<file path="config.mk">
export PLATFORM = sky130hd
export DESIGN_NAME = mem_arbiter
export DESIGN_NICKNAME = d
export VERILOG_FILES = /design/src/rtl/mem_arb_pkg.sv /design/src/rtl/mem_arb_rr.sv /design/src/rtl/mem_arbiter.sv
export SDC_FILE = /design/constraint.sdc
export NUM_CORES = 1
export LEC_CHECK = 0
export BUFFER_PORTS_ARGS = -buffer_cell sky130_fd_sc_hd__buf_2
export CAP_MARGIN = 10
export CORE_AREA = 2 2 293 295
export CTS_CLUSTER_DIAMETER = 80
export DETAILED_ROUTE_END_ITERATION = 6
export DIE_AREA = 0 0 295 297
export SYNTH_ARGS = -nofsm -noshare
export SYNTH_HDL_FRONTEND = slang
export SYNTH_HIERARCHICAL = 1
export SYNTH_SLANG_ARGS = --single-unit
export TNS_END_PERCENT = 10
</file>
<file path="constraint.sdc">
create_clock -name clk -period 18.2 [get_ports clk]
set_input_delay 1.82 -clock clk [delete_from_list [all_inputs] [get_ports clk]]
set_output_delay 1.82 -clock clk [all_outputs]
set_load 0.05 [all_outputs]
</file>
<file path="src/rtl/mem_arb_pkg.sv">
// -----------------------------------------------------------------------------
// mem_arb_pkg
// Shared definitions for the two-port (I-cache / D-cache) memory arbiter:
//   - arbiter FSM state encoding
//   - requester port identifiers (PORT_I = 0, PORT_D = 1)
//   - memory operation encoding
//   - default line and address widths
// -----------------------------------------------------------------------------
package mem_arb_pkg;

  // Default width of one memory line, in bits.
  localparam int CACHE_LINE_SIZE_DEF = 128;

  // Default address width, in bits.
  localparam int ADDR_W_DEF = 32;

  // Requester identifiers; also the encoding of out_grant_dcache.
  localparam logic PORT_I = 1'b0;
  localparam logic PORT_D = 1'b1;

  // Arbiter FSM states.
  typedef enum logic [1:0] {
    IDLE = 2'd0,
    BUSY = 2'd1,
    RESP = 2'd2
  } arb_state_e;

  // Memory operation latched at grant time.
  typedef enum logic {
    OP_READ  = 1'b0,
    OP_WRITE = 1'b1
  } mem_op_e;

endpackage : mem_arb_pkg

</file>
<file path="src/rtl/mem_arb_rr.sv">
// -----------------------------------------------------------------------------
// mem_arb_rr
// Combinational two-way round-robin pick between the I-cache and D-cache.
// When only one port requests, that port wins. When both request, the port
// that was NOT granted last wins.
//
// Ports:
//   icache_req_i  - I-cache is requesting
//   dcache_req_i  - D-cache is requesting
//   last_grant_i  - port served by the most recent completed transaction
//   winner_o      - selected port (PORT_I / PORT_D); only meaningful when at
//                   least one request is present
// -----------------------------------------------------------------------------
module mem_arb_rr
  import mem_arb_pkg::*;
(
  input  logic icache_req_i,
  input  logic dcache_req_i,
  input  logic last_grant_i,
  output logic winner_o
);

  always_comb begin
    winner_o = PORT_I;
    if (icache_req_i && dcache_req_i) begin
      // Tie: hand the line to whoever did not have it last time.
      winner_o = (last_grant_i == PORT_I) ? PORT_D : PORT_I;
    end else if (dcache_req_i) begin
      winner_o = PORT_D;
    end else begin
      winner_o = PORT_I;
    end
  end

endmodule : mem_arb_rr

</file>
<file path="src/rtl/mem_arbiter.sv">
// -----------------------------------------------------------------------------
// mem_arbiter
// Arbitrates a single line-wide memory port between an I-cache (read only)
// and a D-cache (refill reads and writeback writes).
//
// One transaction at a time: IDLE samples requests and grants one port,
// BUSY holds the memory command until in_mem_ready, RESP pulses the owner's
// ready for one cycle and then returns to IDLE.
//
// Ports:
//   clk, reset                      - clock, asynchronous active-high reset
//   in_icache_mem_read_en/addr      - I-cache line-fill request (held to ready)
//   out_icache_mem_ready/read_data  - I-cache completion pulse and fill data
//   in_dcache_mem_read_en/write_en  - D-cache refill / writeback request
//   in_dcache_mem_addr/write_data   - D-cache line address and writeback line
//   out_dcache_mem_ready/read_data  - D-cache completion pulse and refill data
//   out_mem_read_en/write_en        - memory command, held until in_mem_ready
//   out_mem_addr/write_data         - memory address and write line
//   in_mem_ready/read_data          - memory completion and read line
//   out_grant_dcache                - owner of current/last transaction (1 = D)
// -----------------------------------------------------------------------------
module mem_arbiter
  import mem_arb_pkg::*;
#(
  parameter int CACHE_LINE_SIZE = CACHE_LINE_SIZE_DEF,
  parameter int ADDR_W          = ADDR_W_DEF
) (
  input  logic                       clk,
  input  logic                       reset,

  // I-cache port
  input  logic                       in_icache_mem_read_en,
  input  logic [ADDR_W-1:0]          in_icache_mem_addr,
  output logic                       out_icache_mem_ready,
  output logic [CACHE_LINE_SIZE-1:0] out_icache_mem_read_data,

  // D-cache port
  input  logic                       in_dcache_mem_read_en,
  input  logic                       in_dcache_mem_write_en,
  input  logic [ADDR_W-1:0]          in_dcache_mem_addr,
  input  logic [CACHE_LINE_SIZE-1:0] in_dcache_mem_write_data,
  output logic                       out_dcache_mem_ready,
  output logic [CACHE_LINE_SIZE-1:0] out_dcache_mem_read_data,

  // Memory port
  output logic                       out_mem_read_en,
  output logic                       out_mem_write_en,
  output logic [ADDR_W-1:0]          out_mem_addr,
  output logic [CACHE_LINE_SIZE-1:0] out_mem_write_data,
  input  logic                       in_mem_ready,
  input  logic [CACHE_LINE_SIZE-1:0] in_mem_read_data,

  // Grant status
  output logic                       out_grant_dcache
);

  // ---------------------------------------------------------------------------
  // State
  // ---------------------------------------------------------------------------
  arb_state_e                 state_q,      state_d;
  logic                       owner_q,      owner_d;
  mem_op_e                    op_q,         op_d;
  logic [ADDR_W-1:0]          addr_q,       addr_d;
  logic [CACHE_LINE_SIZE-1:0] wdata_q,      wdata_d;
  logic                       last_grant_q, last_grant_d;
  logic [CACHE_LINE_SIZE-1:0] irdata_q,     irdata_d;
  logic [CACHE_LINE_SIZE-1:0] drdata_q,     drdata_d;

  // ---------------------------------------------------------------------------
  // Request decode and round-robin pick
  // ---------------------------------------------------------------------------
  logic icache_req;
  logic dcache_req;
  logic any_req;
  logic winner;

  assign icache_req = in_icache_mem_read_en;
  assign dcache_req = in_dcache_mem_read_en | in_dcache_mem_write_en;
  assign any_req    = icache_req | dcache_req;

  mem_arb_rr u_rr (
    .icache_req_i (icache_req),
    .dcache_req_i (dcache_req),
    .last_grant_i (last_grant_q),
    .winner_o     (winner)
  );

  // ---------------------------------------------------------------------------
  // Next-state logic
  // ---------------------------------------------------------------------------
  always_comb begin
    state_d      = state_q;
    owner_d      = owner_q;
    op_d         = op_q;
    addr_d       = addr_q;
    wdata_d      = wdata_q;
    last_grant_d = last_grant_q;
    irdata_d     = irdata_q;
    drdata_d     = drdata_q;

    unique case (state_q)
      IDLE: begin
        if (any_req) begin
          owner_d = winner;
          state_d = BUSY;
          if (winner == PORT_D) begin
            // A D-cache asserting both enables is treated as a writeback.
            op_d   = in_dcache_mem_write_en ? OP_WRITE : OP_READ;
            addr_d = in_dcache_mem_addr;
            if (in_dcache_mem_write_en) begin
              wdata_d = in_dcache_mem_write_data;
            end
          end else begin
            op_d   = OP_READ;
            addr_d = in_icache_mem_addr;
          end
        end
      end

      BUSY: begin
        // in_mem_ready only has meaning here; elsewhere it is ignored.
        if (in_mem_ready) begin
          state_d = RESP;
          if (op_q == OP_READ) begin
            if (owner_q == PORT_D) begin
              drdata_d = in_mem_read_data;
            end else begin
              irdata_d = in_mem_read_data;
            end
          end
        end
      end

      RESP: begin
        last_grant_d = owner_q;
        state_d      = IDLE;
      end

      default: begin
        state_d = IDLE;
      end
    endcase
  end

  // ---------------------------------------------------------------------------
  // Registers
  // ---------------------------------------------------------------------------
  always_ff @(posedge clk or posedge reset) begin
    if (reset) begin
      state_q      <= IDLE;
      owner_q      <= PORT_I;
      op_q         <= OP_READ;
      addr_q       <= '0;
      wdata_q      <= '0;
      last_grant_q <= PORT_I;
      irdata_q     <= '0;
      drdata_q     <= '0;
    end else begin
      state_q      <= state_d;
      owner_q      <= owner_d;
      op_q         <= op_d;
      addr_q       <= addr_d;
      wdata_q      <= wdata_d;
      last_grant_q <= last_grant_d;
      irdata_q     <= irdata_d;
      drdata_q     <= drdata_d;
    end
  end

  // ---------------------------------------------------------------------------
  // Outputs
  // ---------------------------------------------------------------------------
  // Enables and ready pulses decode directly from the state register, so an
  // asynchronous reset removes them immediately without waiting for a clock.
  always_comb begin
    out_mem_read_en      = (state_q == BUSY) && (op_q == OP_READ);
    out_mem_write_en     = (state_q == BUSY) && (op_q == OP_WRITE);
    out_icache_mem_ready = (state_q == RESP) && (owner_q == PORT_I);
    out_dcache_mem_ready = (state_q == RESP) && (owner_q == PORT_D);
  end

  assign out_mem_addr             = addr_q;
  assign out_mem_write_data       = wdata_q;
  assign out_icache_mem_read_data = irdata_q;
  assign out_dcache_mem_read_data = drdata_q;
  assign out_grant_dcache         = owner_q;

endmodule : mem_arbiter

</file>
# Word-level counts from Yosys, hierarchy flattened
# Cells that the tools add are included.
dict set report word_totals {
  reg_bits 421
  in_bits 326
  word_cells 36
}
dict set report classes {
  n_eq_ne 4
  mux 9
  bitwise 4
  reduce_logical 11
}
# op count
set op_table {}
lappend op_table {{two-way mux 32 bit} 1}
lappend op_table {{AND reduction 4 bit} 3}
lappend op_table {{logical AND 1 bit} 5}
lappend op_table {{two-way mux 1 bit} 5}
lappend op_table {{two-way mux 2 bit} 2}
lappend op_table {{inequality test 2 bit, second input constant} 2}
lappend op_table {{case mux 2 bit (2 select lines)} 1}
lappend op_table {{AND reduction 2 bit} 2}
lappend op_table {{equality test 2 x 1 -> 1 bit, second input constant} 1}
lappend op_table {{equality test 2 bit, second input constant} 1}
lappend op_table {{zero test 2 bit} 1}
lappend op_table {{NOT 1 bit} 2}
lappend op_table {{OR 1 bit} 2}

# Longest topological paths before layout
# Gate-level depths: netlist of run 1.
dict set report depth {
  word_depth 4
  depth_mapped 7
}

# By module
# The synthesis of run 1 kept the hierarchy.
# mod instances cells_per_inst area_each_um2 seq_area_each_um2
set modules_own_cells {}
lappend modules_own_cells {mem_arbiter 1 939 16577.1 10535.1}
lappend modules_own_cells {mem_arb_rr 1 1 11.3 0.0}

# Worst setup path after synthesis of run 1
# Ideal clock, no wire load.
dict set report synth_timing {
  path_kind {input port to flip-flop}
  start {input in_dcache_mem_read_en}
  end {register addr_q[10], in the netlist out_mem_addr[10]}
  t_arrival_ps 3170
  setup_slack_ps 14905
  path_stages 6
  path_buffers 2
  cell_sequence {or2_2 a21boi_2 buf_2 clkbuf_1 mux2_2 mux2_2}
}
dict set report synth_between {
  elab_chain_len 4
}
# element line
set synth_lines {}
lappend synth_lines {{start: declaration} mem_arbiter.sv:38} ;# input logic in_dcache_mem_read_en,
lappend synth_lines {{OR 1 bit (*)} mem_arbiter.sv:78} ;# assign dcache_req = in_dcache_mem_read_en | in_dcache_mem_write_en;
lappend synth_lines {{two-way mux 1 bit / logical AND 1 bit (equally long branches)} {mem_arb_rr.sv:28, mem_arb_rr.sv:25}}
lappend synth_lines {{two-way mux 1 bit (*)} mem_arb_rr.sv:25} ;# if (icache_req_i && dcache_req_i) begin
lappend synth_lines {{net winner} mem_arbiter.sv:75} ;# logic winner;
lappend synth_lines {{two-way mux 32 bit (*)} mem_arbiter.sv:106} ;# if (winner == PORT_D) begin
lappend synth_lines {{end signal: assignment} mem_arbiter.sv:162} ;# addr_q <= addr_d;
lappend synth_lines {{end: declaration} mem_arbiter.sv:63} ;# logic [ADDR_W-1:0] addr_q, addr_d;
# The timed path passes the listed nets; every way through them passes the cells marked *.
# A chain may end at the register's enable or synchronous reset.

# Final worst setup path of run 1
dict set report layout_timing {
  start {input in_dcache_mem_write_en}
  end {register wdata_q[68], in the netlist out_mem_write_data[68]}
}
dict set report layout_between {
  elab_chain_len 4
}
# element line
set layout_lines {}
lappend layout_lines {{start: declaration} mem_arbiter.sv:39} ;# input logic in_dcache_mem_write_en,
lappend layout_lines {{OR 1 bit (*)} mem_arbiter.sv:78}
lappend layout_lines {{net dcache_req} mem_arbiter.sv:73} ;# logic dcache_req;
lappend layout_lines {{two-way mux 1 bit / logical AND 1 bit (equally long branches)} {mem_arb_rr.sv:28, mem_arb_rr.sv:25}}
lappend layout_lines {{two-way mux 1 bit (*)} mem_arb_rr.sv:25}
lappend layout_lines {{net winner} mem_arbiter.sv:75}
lappend layout_lines {{AND reduction 4 bit (no line) (*)} -}
lappend layout_lines {{end signal: assignment} mem_arbiter.sv:163} ;# wdata_q <= wdata_d;
lappend layout_lines {{end: declaration} mem_arbiter.sv:64} ;# logic [CACHE_LINE_SIZE-1:0] wdata_q, wdata_d;
# Marked as above.

==> summary.md, run 1 <==
| Metric | Value |
|---|---|
| Result of the run | `complete, no violations` |
| Post-DR wirelength/cell | `17.1 um` |
| Post-Syn Instances | `940` |
| Fraction of layout instances using a drive strength above 1 | `74.1%` |
| Synth-to-layout area growth | `38.8%` |
| Die span in x | `295 um` |
| Total Die Area | `0.0876 mm2` |
| Top-level I/O count | `747` |
| Syn_area_per_cell | `17.6 um2` |
| Detail-routed via count per cell | `3.82` |
| Critical Path Max Stage Delay | `0.92 ns` |
| Netlist Area Pre-Place | `0.0166 mm2` |
| Maximum frequency from static timing analysis | `210 MHz` |
| Via Count | `11000` |
| Fin crit period | `4.76 ns` |
| Gate family responsible for the most delay along the worst path | `buffers and inverters` |
| Post-layout nets | `2022` |
| Sequential share of the synthesized area | `63.5%` |
| Sum of net half-perimeters after detailed placement | `37300 um` |
| Final Routed Wirelength | `49400 um` |
| Seq cells post-synth | `421` |
| Number of buffers created by CTS | `48` |
| Headroom to the max-slew limit | `22.3%` |
| Root Driver | `clkbuf_16` |
| Initial standard-cell utilization of the core | `19.6%` |
| Number of library cell types mapped by synthesis | `21` |
| Min-Delay Path Class | `reg -> reg` |
| Critical Path Sink Type | `flip-flop` |
| Critical path data required time | `18.65 ns` |
| Max H-tree Level | `2` |
| Unrepaired setup endpoints after global routing | `no` |
| Cell breakdown of the critical path | `buf_2 > or2_2 > a21boi_4 > and3_4 > buf_4 > mux2_2` |
| Buffer depth of the longest clock path | `3` |
| Antenna Nets Post-Route | `0` |
| Slowest cell on the critical path | `buf_4` |
| Cts hold-fix bufs | `0` |
| Largest area contributor in the synthesized netlist | `dfrtp_1` |
| Maximum clock skew at final layout | `0.0147 ns` |
| Wire length of the first global-routing pass | `73600 um` |
| Fin Hold WS | `0.491 ns` |
| Grt ovf | `0` |
| Number of pins exceeding their max-slew limit in the final report | `0` |
| Yosys warning total | `6` |
| Clock tree from TritonCTS | `done` |
| Clock transition time at the flip-flop clock pins of the worst setup and hold paths | `0.06 ns` |
| Iter 0 DRT Violations | `305` |
| Maximum number of pins on one net before global-route repair | `143` |
| Placeable Area | `0.0845 mm2` |
| Crit-path max FO | `86` |
| # Post-CTS Setup Buffers | `0` |
| Signal arrival time at the worst endpoint | `5.21 ns` |
| Residual DRC count | `0` |
| Number of instances resized during post-cts repair | `0` |
| Max cap viols | `0` |
| Crit path buf inv count | `2` |
| Setup-failing EPs final | `0` |
| Number of failing hold endpoints at the final stage | `0` |
| Share of Yosys cell area claimed by the top area cell type | `63.5%` |
| Transition time at the pin with the least slew margin | `1.16 ns` |
| Final-layout setup total negative slack | `0 ns` |
| Insertion delay of the later-clocked pin in the worst-skew pair | `0.57 ns` |
| Type of element launching the critical path | `input port` |
| Clk sink count | `421` |
| Largest cells by area after synthesis | `dfrtp_1 64%, mux2_2 23%, mux2_4 9.2%` |
| Number of global-route vias before repair | `12078` |
| CP Class | `in -> reg` |
| Share of the core filled with cells | `27.3%` |
| Global router's overall resource usage | `10.8%` |
| Share of the clock period used by the worst path after layout | `26.2%` |
| Routability congestion estimate from global placement | `0.851` |
| Length of the first detailed-routing pass in iterations | `4` |
| Number of standard-cell rows in the floorplan | `107` |
| Buffers added on ports | `746` |
| Synthesized Nets | `1266` |
| Initial antenna violation count | `5` |
| Chip height | `297 um` |
| Fillcell total | `8674` |
==> per-stage QoR <==
| stage | worst slack (ns) | cell area, um2 | cells |
|---|---|---|---|
| global placement | 13.08 | 21400 | 2790 |
| finish | 13.44 | 23000 | 2879 |
| floorplan | 4.66 | 16600 | 940 |
| detailed placement | 12.84 | 21400 | 2790 |
| CTS | 13.49 | 23000 | 2877 |
| global route | 13.27 | 23000 | 2879 |
==> flip-flops by register name (all words and copies together) (netlist names) <==
signal                    cells
state_q                       2
out_grant_dcache              1
out_mem_addr                 32
last_grant_q                  1
op_q                          1
out_dcache_mem_read_data    128
out_mem_write_data          128
out_icache_mem_read_data    128
==> placed cells by master (no fill, tap or decap), types with 5 or more instances in the layout <==
cell type / synthesis / routed
buf_2: 5 / 746
dfrtp_1: 421 / 421
mux2_2: 346 / 346
mux2_4: 102 / 102
clkbuf_16: 0 / 49
clkbuf_1: 3 / 12
clkbuf_8: 0 / 9
buf_4: 12 / 8
clkinv_2: 0 / 7
bufinv_16: 0 / 6
nor2_1: 5 / 5
==> synth_stat cells <==
library cell  number
a21boi_2           1
a21o_1             2
and3_1             1
and3_4             1
and3b_1            1
buf_2              5
buf_4             12
buf_6             19
buf_8             10
clkbuf_1           3
dfrtp_1          421
inv_1              3
mux2_1             1
mux2_2           346
mux2_4           102
nand2b_1           2
nand3_1            1
nor2_1             5
o21a_1             1
o21ai_0            2
or2_2              1
==> layout make-up <==
class                           count  area, um2  share of cell area [%]
Antenna cell                        2       5.00                  0.0217
Clock buffer                       70       1400                    6.06
Clock inverter                     17        248                    1.08
Inverter                            3       18.8                  0.0815
Multi-Input combinational cell    467       5580                    24.2
Sequential cell                   421      10500                    45.8
Tap cell                         1144       1430                    6.22
Timing Repair Buffer              755       3810                    16.6
==> layer usage <==
layer	up-vias	share of wire [%]	GRT usage [%]
li1	4858	-	-
met1	5549	37	11.5
met2	495	51	19.3
met3	96	8.9	3.62
met4	2	3.6	4.23
met5	-	0.014	0
==> cell families after synthesis <==
| family | Yosys count | synth area share, % |
|---|---|---|
| multiplexers | 449 | 32.8 |
| flip-flops | 421 | 63.5 |
| buffers and inverters | 52 | 3.02 |
| AND/OR/NAND/NOR | 12 | 0.415 |
| AO/OA/AOI/OAI | 6 | 0.264 |
==> worst paths after layout <==
path                                         startpoint                            to  slack (ns)  cells past startpoint
setup / recovery                 in_dcache_mem_write_en        out_mem_write_data[68]       13.44                      6
hold / removal             out_icache_mem_read_data[60]  out_icache_mem_read_data[60]        0.49                      1
setup reg to reg                           last_grant_q        out_mem_write_data[68]       14.46                      4
hold reg to reg            out_icache_mem_read_data[60]  out_icache_mem_read_data[60]        0.49                      1
max in group asynchronous                         reset  out_dcache_mem_read_data[59]       14.26                      4
min in group asynchronous                         reset        out_mem_write_data[63]        1.49                      2
Power of run 1 is not shown: default switching activity piles up to over one toggle a cycle in this logic, so the estimate is an artifact.
==> run 2, diff against run 1 <==
- ABC_AREA: default -> 1
- CORE_AREA: 2 2 293 295 -> 2 2 289 291
- DIE_AREA: 0 0 295 297 -> 0 0 291 293
- clock period: 18.2 -> 4.45 ns (I/O delays scaled with it)
==> run 2 against run 1 <==
Net effect:
- first-iteration DRC count grew to 2.6 times the previous value
- global-route usage grew 5.1 points
- wire length grew 42%
- register-to-register slack lost 13 ns
- die area shrank 2.7%
- worst setup slack lost 12 ns
- highest routed layer unchanged
- final cell count grew 30%
- hold slack lost 0.42 ns
- critical endpoint is now out_mem_write_data[72]
- non-clock buffer count grew 18
- synthesized area grew 2.5%
==> summary.md, run 2 <==
| Metric | Value |
|---|---|
| Result of the run | `complete, no violations` |
| Residual DRC count | `0 (unchanged)` |
| Antenna Nets Post-Route | `0 (unchanged)` |
| Initial antenna violation count | `27 (+22)` |
| Fin Hold WS | `0.0730 ns (-0.418 ns)` |
| Worst ir drop on vdd | `0.440 mV` |
| Number of cells on the worst reg-to-reg path | `8 (+4)` |
| Maximum frequency from static timing analysis | `352 MHz` |
| Maximum clock skew at final layout | `0.0234 ns (+0.00878 ns)` |
| Placeable Area | `0.0818 mm2 (-3.1%)` |
| Grt ovf | `0 (unchanged)` |
| Top_reg_cell synth | `dfrtp_1` |
| Wire length of the first global-routing pass | `104000 um (+42%)` |
| Power per cell area | `976 mW/mm2` |
| Largest family of logic cells by synthesized area | `simple AND/OR/NAND/NOR gates` |
| Syn_area_per_cell | `8.72 um2 (-51%)` |
| Detail-routed via count per cell | `4.33 (+13%)` |
| Commonest cells after routing, fill and taps aside | `1067 x nand2_1, 745 x buf_2, 421 x dfrtp_1, 163 x nand3_1, 128 x nand4_1` |
| Post-DR wirelength/cell | `18.7 um (+9.0%)` |
| Post-synthesis mux area share | `0% (-33 points)` |
| Iter 0 DRT Violations | `797 (+160%)` |
| Non-filler cells, final | `3744 (+30%)` |
| Number of instances resized during post-cts repair | `0 (unchanged)` |
| Fraction of layout instances using a drive strength above 1 | `32.3% (-42 points)` |
| Number of failing hold endpoints at the final stage | `0 (unchanged)` |
| Cell breakdown of the critical path | `a21oi_2 > buf_4 > nand2_1 > inv_4 > nand2_4 > buf_4 > nand2_1 > nand2_1` |
| Max H-tree Level | `2 (unchanged)` |
| Headroom to the max-slew limit | `31.8% (+9.5 points)` |
| Maximum number of pins on one net before global-route repair | `163 (+14%)` |
| Post-Synth Simple-Gate Area | `33.4% (+33 points)` |
| Crit-path max FO | `61 (-29%)` |
| Largest cells by area after synthesis | `dfrtp_1 62%, nand2_1 24%, nand3_1 4.9%` |
| Power consumption | `22.8 mW` |
| Crit path buf inv count | `3 (+1)` |
| Worst Setup Slack post-DPL | `1.40 ns (-11.44 ns)` |
| Clk sink count | `421 (unchanged)` |
| Number of synthesized flops with an enable pin | `0 (unchanged)` |
| Number of global-route vias before repair | `16305 (+35%)` |
| Stages on the worst setup path | `8 (+2)` |
| Share of the core filled with cells | `28.6% (+1.3 points)` |
| Critical path data required time | `4.90 ns (-13.75 ns)` |
| Final Routed Wirelength | `69900 um (+42%)` |
| Most common library cell in the layout ignoring fill and taps | `nand2_1` |
| CP Class | `reg -> reg` |
| Launch point of the worst reg-to-reg path | `last_grant_q` |
| Total Die Area | `0.0853 mm2 (-2.7%)` |
| Fin crit period | `2.84 ns` |
| Max cap viols | `0 (unchanged)` |
| Sequential share of the synthesized area | `61.9% (-1.6 points)` |
| Transition time at the pin with the least slew margin | `1.02 ns (-0.139 ns)` |
| Clock tree from TritonCTS | `done` |
| Slowest cell on the critical path | `dfrtp_1` |
| Routability congestion estimate from global placement | `0.900 (+5.8%)` |
| Most common cell in the netlist | `nand2_1` |
| Critical Path Sink | `out_mem_write_data[72]` |
| Clock transition time at the flip-flop clock pins of the worst setup and hold paths | `0.06 ns (about the same)` |
| Synth-to-layout area growth | `37.6%` |
| Signal arrival time at the worst endpoint | `3.29 ns (-1.92 ns)` |
| Placed cells | `3649 (+31%)` |
| Final instance area | `0.0234 mm2 (+1.6%)` |
| Number of library cell types mapped by synthesis | `15 (-29%)` |
| Worst Setup SP | `last_grant_q` |
| Initial standard-cell utilization of the core | `20.8% (+1.1 points)` |
| Cts hold-fix bufs | `1 (+1)` |
| Final-layout setup total negative slack | `0 ns (unchanged)` |
| Standard cell area after detailed placement | `0.0217 mm2 (+1.5%)` |
| Largest area contributor in the synthesized netlist | `dfrtp_1` |
| Fillcell total | `8859 (+2.1%)` |
| # Post-CTS Setup Buffers | `0 (unchanged)` |
| Min-Delay Path Class | `in -> reg` |
| Die span in x | `291 um (-1.4%)` |
| Insertion delay of the later-clocked pin in the worst-skew pair | `0.59 ns (+0.02 ns)` |
| Static Leakage | `13.4 nW` |
| Gate family responsible for the most delay along the worst path | `buffers and inverters` |
| Yosys warning total | `6 (unchanged)` |
| Root Driver | `clkbuf_16` |
| Share of the synthesized netlist area taken by xor and xnor gates | `0% (unchanged)` |
| Number of buffers created by CTS | `50 (+4.2%)` |
| Post-Syn Instances | `1950 (+110%)` |
| Setup-failing EPs final | `0 (unchanged)` |
| Buffers added on ports | `746 (unchanged)` |
| Seq cells post-synth | `421 (unchanged)` |
| Most used standard cells in the synthesized netlist | `1068 x nand2_1, 421 x dfrtp_1, 165 x nand3_1` |
| Unrepaired setup endpoints after global routing | `no` |
| Top-level I/O count | `747 (unchanged)` |
| Share of Yosys cell area claimed by the top area cell type | `61.9% (-1.6 points)` |
| Synthesized Nets | `2276 (+80%)` |
| Critical Path Sink Type | `flip-flop` |
| Endpoint of the most critical register-to-register path | `out_mem_write_data[72]` |
| Post-synth ARST share | `100% (unchanged)` |
| Via Count | `16201 (+47%)` |
| Arithmetic-cell share of the synthesized area counting full adders, half adders and majority gates | `0% (unchanged)` |
| Netlist Area Pre-Place | `0.0170 mm2 (+2.5%)` |
| Type of element launching the critical path | `flip-flop` |
| Share of the clock period used by the worst path after layout | `63.8%` |
| Critical Path Max Stage Delay | `0.46 ns (-0.46 ns)` |
| Compound-cell area share of the yosys netlist | `0.110% (-0.15 points)` |
| Internal reg-to-reg setup slack | `1.61 ns (-12.85 ns)` |
| Post-layout nets | `2958 (+46%)` |
| Number of standard-cell rows in the floorplan | `105 (-1.9%)` |
| Global router's overall resource usage | `15.9% (+5.1 points)` |
| Most prevalent standard cell on the critical path | `nand2_1` |
| Buffer depth of the longest clock path | `3 (unchanged)` |
| Chip height | `293 um (-1.3%)` |
| Number of pins exceeding their max-slew limit in the final report | `0 (unchanged)` |
| Length of the first detailed-routing pass in iterations | `5 (+1)` |
| Sum of net half-perimeters after detailed placement | `50600 um (+36%)` |
| Final worst setup slack | `1.61 ns (-11.83 ns)` |
==> run 2: changes by cell type after synthesis, sizes merged, moves of 2 or more <==
cell	delta
nand2	+1068
mux2	-449
nand3	+164
nand4	+128
buf	+67
clkbuf	+27
inv	+11
nor2	+3
a21o	-2
and3	-2
nand2b	-2
==> run 2: worst register-to-register path: cells and delay by family (launching register included) <==
kind	cells	cell delay, ns
AOI/OAI and AO/OA	1	0.14
buffers and inverters	3	1.21
DFF	1	0.46
and+or+nand+nor	4	0.93
==> run 2: area by class of cell <==
| type | count | area, um2 | area share [%] |
|---|---|---|---|
| clock buffer | 69 | 1440 | 6.17 |
| clock inverter | 19 | 245 | 1.05 |
| sequential | 421 | 10500 | 45.0 |
| timing repair buffer | 773 | 4020 | 17.2 |
| multi-input combinational | 1372 | 5750 | 24.6 |
| tap | 1070 | 1340 | 5.72 |
| inverter | 14 | 58.8 | 0.251 |
| antenna | 6 | 15.0 | 0.0642 |
==> run 2: report_power, final <==
| part | internal [mW] | total, mW | leakage, nW | switching, mW |
|---|---|---|---|---|
| logic | 2.25 | 12.1 | 7.27 | 9.80 |
| registers | 5.55 | 6.53 | 5.30 | 0.977 |
| clock network | 2.55 | 4.25 | 0.833 | 1.70 |
==> run 2: cell families (layout without fill, tap and decap cells) <==
logic type	Yosys count	in the layout
AND/OR/NAND/NOR	1369	1369
flip-flops	421	421
buffers and inverters	157	875
AO/OA/AOI/OAI	3	3
other	0	6
==> run 2: how the worst min path moves through the flow <==
stage,start,end,slack [ns],depth (start not counted)
4_1_cts,in_mem_read_data[88],out_dcache_mem_read_data[88],0.03,3
2_1_floorplan,last_grant_q,last_grant_q,0.47,2
5_1_grt,in_mem_read_data[113],out_dcache_mem_read_data[113],0.05,3
6_report,in_mem_read_data[88],out_dcache_mem_read_data[88],0.07,3
3_3_place_gp,out_dcache_mem_read_data[124],out_dcache_mem_read_data[124],0.45,2
3_5_place_dp,out_icache_mem_read_data[81],out_icache_mem_read_data[81],0.45,2
==> run 2: per-layer routing <==
| layer | track usage [%] | vias to the layer above | part of all wire, % |
|---|---|---|---|
| met5 | 0 | - | 0.30 |
| met4 | 6.04 | 36 | 4.1 |
| met3 | 5.35 | 155 | 8.8 |
| met2 | 26.5 | 665 | 47 |
| met1 | 18.8 | 7740 | 39 |
| li1 | - | 7605 | - |
Note: power is estimated with default switching activity, not from simulation.
